--- src/rtl/opsum_post_proc.sv ---
`default_nettype none
// ============================================================================
// Module      : opsum_post_proc
// Description : Applies bias, ReLU, rounding requantisation and int8
//               saturation to PSUMs, then packs four bytes per GLB write.
// Revision    : 1.0 - initial release
// ============================================================================
module opsum_post_proc #(
    parameter int DATA_WIDTH = 32,
    parameter int ADDR_WIDTH = 32,
    parameter int CNT_WIDTH  = 16
) (
    input  logic                  clk,
    input  logic                  rst,
    input  logic                  cfg_start,
    input  logic [1:0]            cfg_flags,
    input  logic [DATA_WIDTH-1:0] cfg_bias,
    input  logic [4:0]            cfg_shift,
    input  logic [ADDR_WIDTH-1:0] cfg_base_addr,
    input  logic [CNT_WIDTH-1:0]  cfg_count,
    input  logic                  psum_valid,
    input  logic [DATA_WIDTH-1:0] psum_data,
    output logic                  psum_ready,
    output logic                  glb_write_valid,
    input  logic                  glb_write_ready,
    output logic [ADDR_WIDTH-1:0] glb_write_addr,
    output logic [DATA_WIDTH-1:0] glb_write_data,
    output logic                  WEB,
    output logic [DATA_WIDTH-1:0] BWEB,
    output logic                  busy,
    output logic                  done
);

    localparam logic [1:0] c_ST_IDLE = 2'd0;
    localparam logic [1:0] c_ST_RUN  = 2'd1;
    localparam logic [1:0] c_ST_DONE = 2'd2;

    localparam logic [ADDR_WIDTH-1:0] c_ADDR_STEP = ADDR_WIDTH'(4);
    localparam logic [DATA_WIDTH-1:0] c_MASK_ALL  = '1;

    logic [1:0]            r_state;
    logic                  r_bias_en;
    logic                  r_relu_en;
    logic [DATA_WIDTH-1:0] r_bias;
    logic [4:0]            r_shift;
    logic [ADDR_WIDTH-1:0] r_addr;
    logic [CNT_WIDTH-1:0]  r_remaining;
    logic [1:0]            r_lane;
    logic [DATA_WIDTH-1:0] r_pack;
    logic [DATA_WIDTH-1:0] r_bweb;
    logic                  r_wvalid;

    logic                  w_accept;
    logic                  w_issue;
    logic [DATA_WIDTH:0]   w_sum;
    logic [DATA_WIDTH:0]   w_relu;
    logic [DATA_WIDTH+1:0] w_ext;
    logic [DATA_WIDTH+1:0] w_round;
    logic [DATA_WIDTH+1:0] w_shifted;
    logic [7:0]            w_byte;
    logic [DATA_WIDTH-1:0] w_bweb_next;

    assign psum_ready = (r_state == c_ST_RUN) && !r_wvalid;
    assign w_accept   = psum_valid && psum_ready;
    assign w_issue    = w_accept && ((r_lane == 2'd3) || (r_remaining == CNT_WIDTH'(1)));

    // Widen by one bit before the bias add and one more before rounding so neither can wrap.
    assign w_sum   = {psum_data[DATA_WIDTH-1], psum_data}
                   + (r_bias_en ? {r_bias[DATA_WIDTH-1], r_bias} : '0);
    assign w_relu  = (r_relu_en && w_sum[DATA_WIDTH]) ? '0 : w_sum;
    assign w_ext   = {w_relu[DATA_WIDTH], w_relu};
    assign w_round = (r_shift != 5'd0) ? ((DATA_WIDTH+2)'(1) << (r_shift - 5'd1)) : '0;
    assign w_shifted = $signed(w_ext + w_round) >>> r_shift;

    always_comb begin
        w_byte = w_shifted[7:0];
        if (w_shifted[DATA_WIDTH+1] && !(&w_shifted[DATA_WIDTH+1:7])) begin
            w_byte = 8'h80;
        end else if (!w_shifted[DATA_WIDTH+1] && (|w_shifted[DATA_WIDTH+1:7])) begin
            w_byte = 8'h7F;
        end
    end

    // Lanes above the one being written now carry no data in this word.
    always_comb begin
        w_bweb_next = '0;
        case (r_lane)
            2'd0:    w_bweb_next = 32'hFFFF_FF00;
            2'd1:    w_bweb_next = 32'hFFFF_0000;
            2'd2:    w_bweb_next = 32'hFF00_0000;
            default: w_bweb_next = 32'h0000_0000;
        endcase
    end

    always_ff @(posedge clk) begin
        if (rst) begin
            r_state     <= c_ST_IDLE;
            r_bias_en   <= 1'b0;
            r_relu_en   <= 1'b0;
            r_bias      <= '0;
            r_shift     <= '0;
            r_addr      <= '0;
            r_remaining <= '0;
            r_lane      <= '0;
            r_pack      <= '0;
            r_bweb      <= c_MASK_ALL;
            r_wvalid    <= 1'b0;
        end else begin
            case (r_state)
                c_ST_IDLE: begin
                    if (cfg_start) begin
                        r_bias_en   <= cfg_flags[0];
                        r_relu_en   <= cfg_flags[1];
                        r_bias      <= cfg_bias;
                        r_shift     <= cfg_shift;
                        r_addr      <= cfg_base_addr;
                        r_remaining <= cfg_count;
                        r_lane      <= '0;
                        r_pack      <= '0;
                        r_state     <= (cfg_count == '0) ? c_ST_DONE : c_ST_RUN;
                    end
                end
                c_ST_RUN: begin
                    if (w_accept) begin
                        r_pack[{r_lane, 3'b000} +: 8] <= w_byte;
                        r_lane      <= r_lane + 2'd1;
                        r_remaining <= r_remaining - CNT_WIDTH'(1);
                        if (w_issue) begin
                            r_wvalid <= 1'b1;
                            r_bweb   <= w_bweb_next;
                        end
                    end else if (r_wvalid && glb_write_ready) begin
                        r_wvalid <= 1'b0;
                        r_addr   <= r_addr + c_ADDR_STEP;
                        r_pack   <= '0;
                        r_lane   <= '0;
                        r_bweb   <= c_MASK_ALL;
                        if (r_remaining == '0) begin
                            r_state <= c_ST_DONE;
                        end
                    end
                end
                c_ST_DONE: begin
                    r_state <= c_ST_IDLE;
                end
                default: begin
                    r_state <= c_ST_IDLE;
                end
            endcase
        end
    end

    assign glb_write_valid = r_wvalid;
    assign glb_write_addr  = r_addr;
    assign glb_write_data  = r_pack;
    assign WEB             = ~r_wvalid;
    assign BWEB            = r_bweb;
    assign busy            = (r_state == c_ST_RUN);
    assign done            = (r_state == c_ST_DONE);

endmodule
`default_nettype wire

--- config.mk ---
export PLATFORM = sky130hd
export DESIGN_NAME = opsum_post_proc
export DESIGN_NICKNAME = d
export VERILOG_FILES = /design/src/rtl/opsum_post_proc.sv
export SDC_FILE = /design/constraint.sdc
export NUM_CORES = 1
export LEC_CHECK = 0
export BUFFER_PORTS_ARGS = -buffer_cell sky130_fd_sc_hd__buf_2
export CORE_MARGIN = 8
export CORE_UTILIZATION = 58
export DETAILED_ROUTE_END_ITERATION = 12
export GPL_ROUTABILITY_DRIVEN = 0
export PLACE_DENSITY = 0.83
export SYNTH_ARGS = -nofsm -noshare
export SYNTH_HDL_FRONTEND = slang
export SYNTH_SLANG_ARGS = --single-unit
--- constraint.sdc ---
create_clock -name clk -period 10 [get_ports clk]
set_input_delay 1 -clock clk [delete_from_list [all_inputs] [get_ports clk]]
set_output_delay 1 -clock clk [all_outputs]
set_load 0.02 [all_outputs]
==> impl_results.md <==
- # rows: 54
- Synth unique cells: 104
- DRC Markers: 0
- Core Util, Final: 66.25%
- Die H: ~170 µm
- F_max: 0.1071 GHz
- GRT Residual Overflow: 0
- Hold-critical path depth: 2
- P&R area growth vs syn: 12.08%
- Clock Latency Late Sink: between 400 and 500 ps
- Crit. End Element: flop
- LEAKAGE: 6.172 nW
- Final antenna-violating net count: 0
- CP dominant cell by count: o21ai_0
- Period utilization: 93.34%
- Top_reg_cell synth: dfxtp_1
- Final setup violation count: 0
- Flop2flop setup slack: about 670 ps
- Relative slew margins: 33.01%
- Wire length per cell: 19.95 µm
- Req. time, crit path: 10360 ps
- Maximum VDD drop: approximately 0.13 mV
- Sequential share of the synthesized area: 19.80%
- Slowest stage delay, CP: 590 ps
- DRT iter0 DRCs: between 2000 and 2500
- Final Hold Vio Count: 0
- Post-Route WL: 45010 µm
- Largest net degree at the start of global routing: 90
- Root Buffer: clkbuf_16
- Max-cap violations: 0
- Yosys warning count: 0
- Hold WC Path Type: flop to flop
- PortBufs: 224
- Drt pass-1 iters: 9
- Worst Path Max Fanout: 33
- Vias in the first global route: approximately 14000
- CTS tree: yes
- H-Tree Depth: 4
- Ports: around 230
- GRT Total Usage: 32.09%
- Die W: between 150 and 200 µm
- CTS clk-pin slew, worst paths: 70 ps
- Cell area after synthesis: 12940 µm²
- First-pass GRT wire length: 72130 µm
- Worst-Margin Slew: between 1000 and 1500 ps
- Final min period: 9334 ps
- Clock Path Buffers: 2
- Crit path from: r_bias_en$_SDFFE_PP0P_
- Synthesized Nets: approximately 2000
- Final net count: 2159
- Setup TNS: 0 ps
- Final setup skew: 13.14 ps
- CTS Sinks: 128
- Setup crit end: glb_write_data[11]$_SDFFE_PP0P_
- Hpwl dp: 33110 µm
- Core Region: 21890 µm²
- Die ar.: 27350 µm²
- EDFF count, synth: 0
- Hold_sp: glb_write_data[28]$_SDFFE_PP0P_
- Startpoint Class: flop
- #FFs+latches synth: 128
- Initial Util: 59.11%
- Outcome: finished, final reports clean
- Pwr per Cell Area: ~130 nW/µm²
- Commonest non-fill, non-tap cell in the layout: nand2_1
- Vias: 14993
- Register-to-Register Path Depth: 29
- Pins over their slew limit: 0
- Syn Inst Count: ~1800
- Largest area contributor in the netlist: dfxtp_1
- Ys async rst share: 0%
- Initial antenna violation count: 3
- CP max stage cell: o31ai_1
- CP Data Arrival Time: 9700 ps
- Synthesized area per cell: about 7.0 µm²
- Cts bufs inserted: 17
- R2R Path Start: r_bias_en$_SDFFE_PP0P_
- Yosys top cell area share: 19.80%
- Proportion of layout cells with a drive suffix above 1: 17.43%
- RSZ-0062 raised after global routing: false
- Routed vias/inst: 6.646
- Area contributors post-synth: dfxtp_1 (20%), a21oi_1 (7.5%), nand2_1 (7.5%)
- CP Class: flop to flop
- Hold_buf cts: 0
- Most frequent cells in the layout: nand2_1 (258), buf_2 (224), nor2_1 (213)
- Capturing point of the worst reg2reg path: glb_write_data[11]$_SDFFE_PP0P_
==> registers in the layout, indices dropped and copies added (netlist names) <==
signal	flops
r_relu_en	1
r_lane	2
r_bias	32
r_bias_en	1
glb_write_valid	1
r_shift	5
BWEB	4
glb_write_data	32
glb_write_addr	32
r_state	2
r_remaining	16
==> kinds of logic after synthesis <==
family | after synthesis | share of synthesized area [%]
AOI/OAI and AO/OA | 642 | 33.42
and+or+nand+nor | 732 | 25.95
adders and majority gates | 74 | 7.271
xor gates and xnor gates | 51 | 3.452
DFF | 128 | 19.80
other | 1 | 0.02898
muxes | 38 | 3.906
buffers and inverters | 181 | 6.169
==> cell usage after synthesis (all sizes together), types with 7 or more instances <==
cell / count
a211oi: 49
a31oi: 10
nand2b: 13
dfxtp: 128
inv: 34
o221ai: 10
o31ai: 13
a221oi: 8
o21ai: 136
nand4: 29
a21o: 40
nor2: 215
xor2: 21
or2: 12
o211ai: 25
o2111ai: 7
and4: 7
a211o: 8
clkbuf: 98
ha: 72
nand3: 45
a21oi: 196
o22ai: 23
a22oi: 8
nor3: 52
a2111oi: 8
or3: 8
buf: 46
xnor2: 30
and3: 18
o21a: 14
mux2: 7
nand2: 258
mux2i: 22
mux4: 9
nor4: 18
and2: 42
a2bb2oi: 7
nor2b: 10
==> where the power goes <==
group | switching, mW | internal [mW]
sequential | 0.0296 | 0.539
combinational | 0.397 | 0.217
clock | 0.265 | 0.382
==> metrics by stage <==
step	instances	total power, mW	hold slack, ps	setup slack (ps)	cell area [µm²]
final	2256	1.830	447.6	666.5	14500
after global routing	2255	1.912	469.1	52.98	14500
after CTS	2254	1.811	449.3	442.0	14490
after detailed placement	2222	1.166	440.8	558.3	13880
after global placement	2222	1.156	434.6	810.8	13880
after floorplan	1847	1.003	431.7	2266	12940
==> cell type report <==
class	count	area [µm²]
Clock inverter	14	172.7
Clock buffer	18	439.2
Tap cell	280	350.3
Fill cell	1901	7388
Sequential cell	128	2564
Antenna cell	2	5.005
Timing Repair Buffer	239	1234
Inverter	37	138.9
Multi-Input combinational cell	1538	9599
==> timing repair <==
action | 4_1_cts | 5_1_grt
endpoints found under the setup margin | 0 | 28
buffers inserted | 0 | 0
resized for setup | 0 | 3
==> per-layer routing <==
metal | track usage, % | wire length [µm] | share of wire, %
met1 | 41.70 | 18020 | 40
met2 | 48.85 | 19850 | 44
met3 | 8.354 | 5150 | 11
met4 | 15.14 | 1968 | 4.4
met5 | 0 | 22 | 0.049
==> worst min path at each step <==
stage	end	slack, ps
after floorplan	r_bias[0]$_SDFFE_PP0P_	430
after global placement	glb_write_data[28]$_SDFFE_PP0P_	430
after detailed placement	glb_write_data[6]$_SDFFE_PP0P_	440
after CTS	glb_write_data[28]$_SDFFE_PP0P_	450
after global routing	r_bias[31]$_SDFFE_PP0P_	470
final	glb_write_data[28]$_SDFFE_PP0P_	450
==> critical path, delay by kind of cell, from the launching register on <==
| family | cells | cell delay (ps) |
|---|---|---|
| AO/OA/AOI/OAI | 17 | 5680 |
| adder cells (fa/ha/maj) | 3 | 990 |
| buffers and inverters | 2 | 310 |
| flip-flops | 1 | 580 |
| AND/OR/NAND/NOR | 7 | 1700 |
Power figures use the tool's default switching activity.
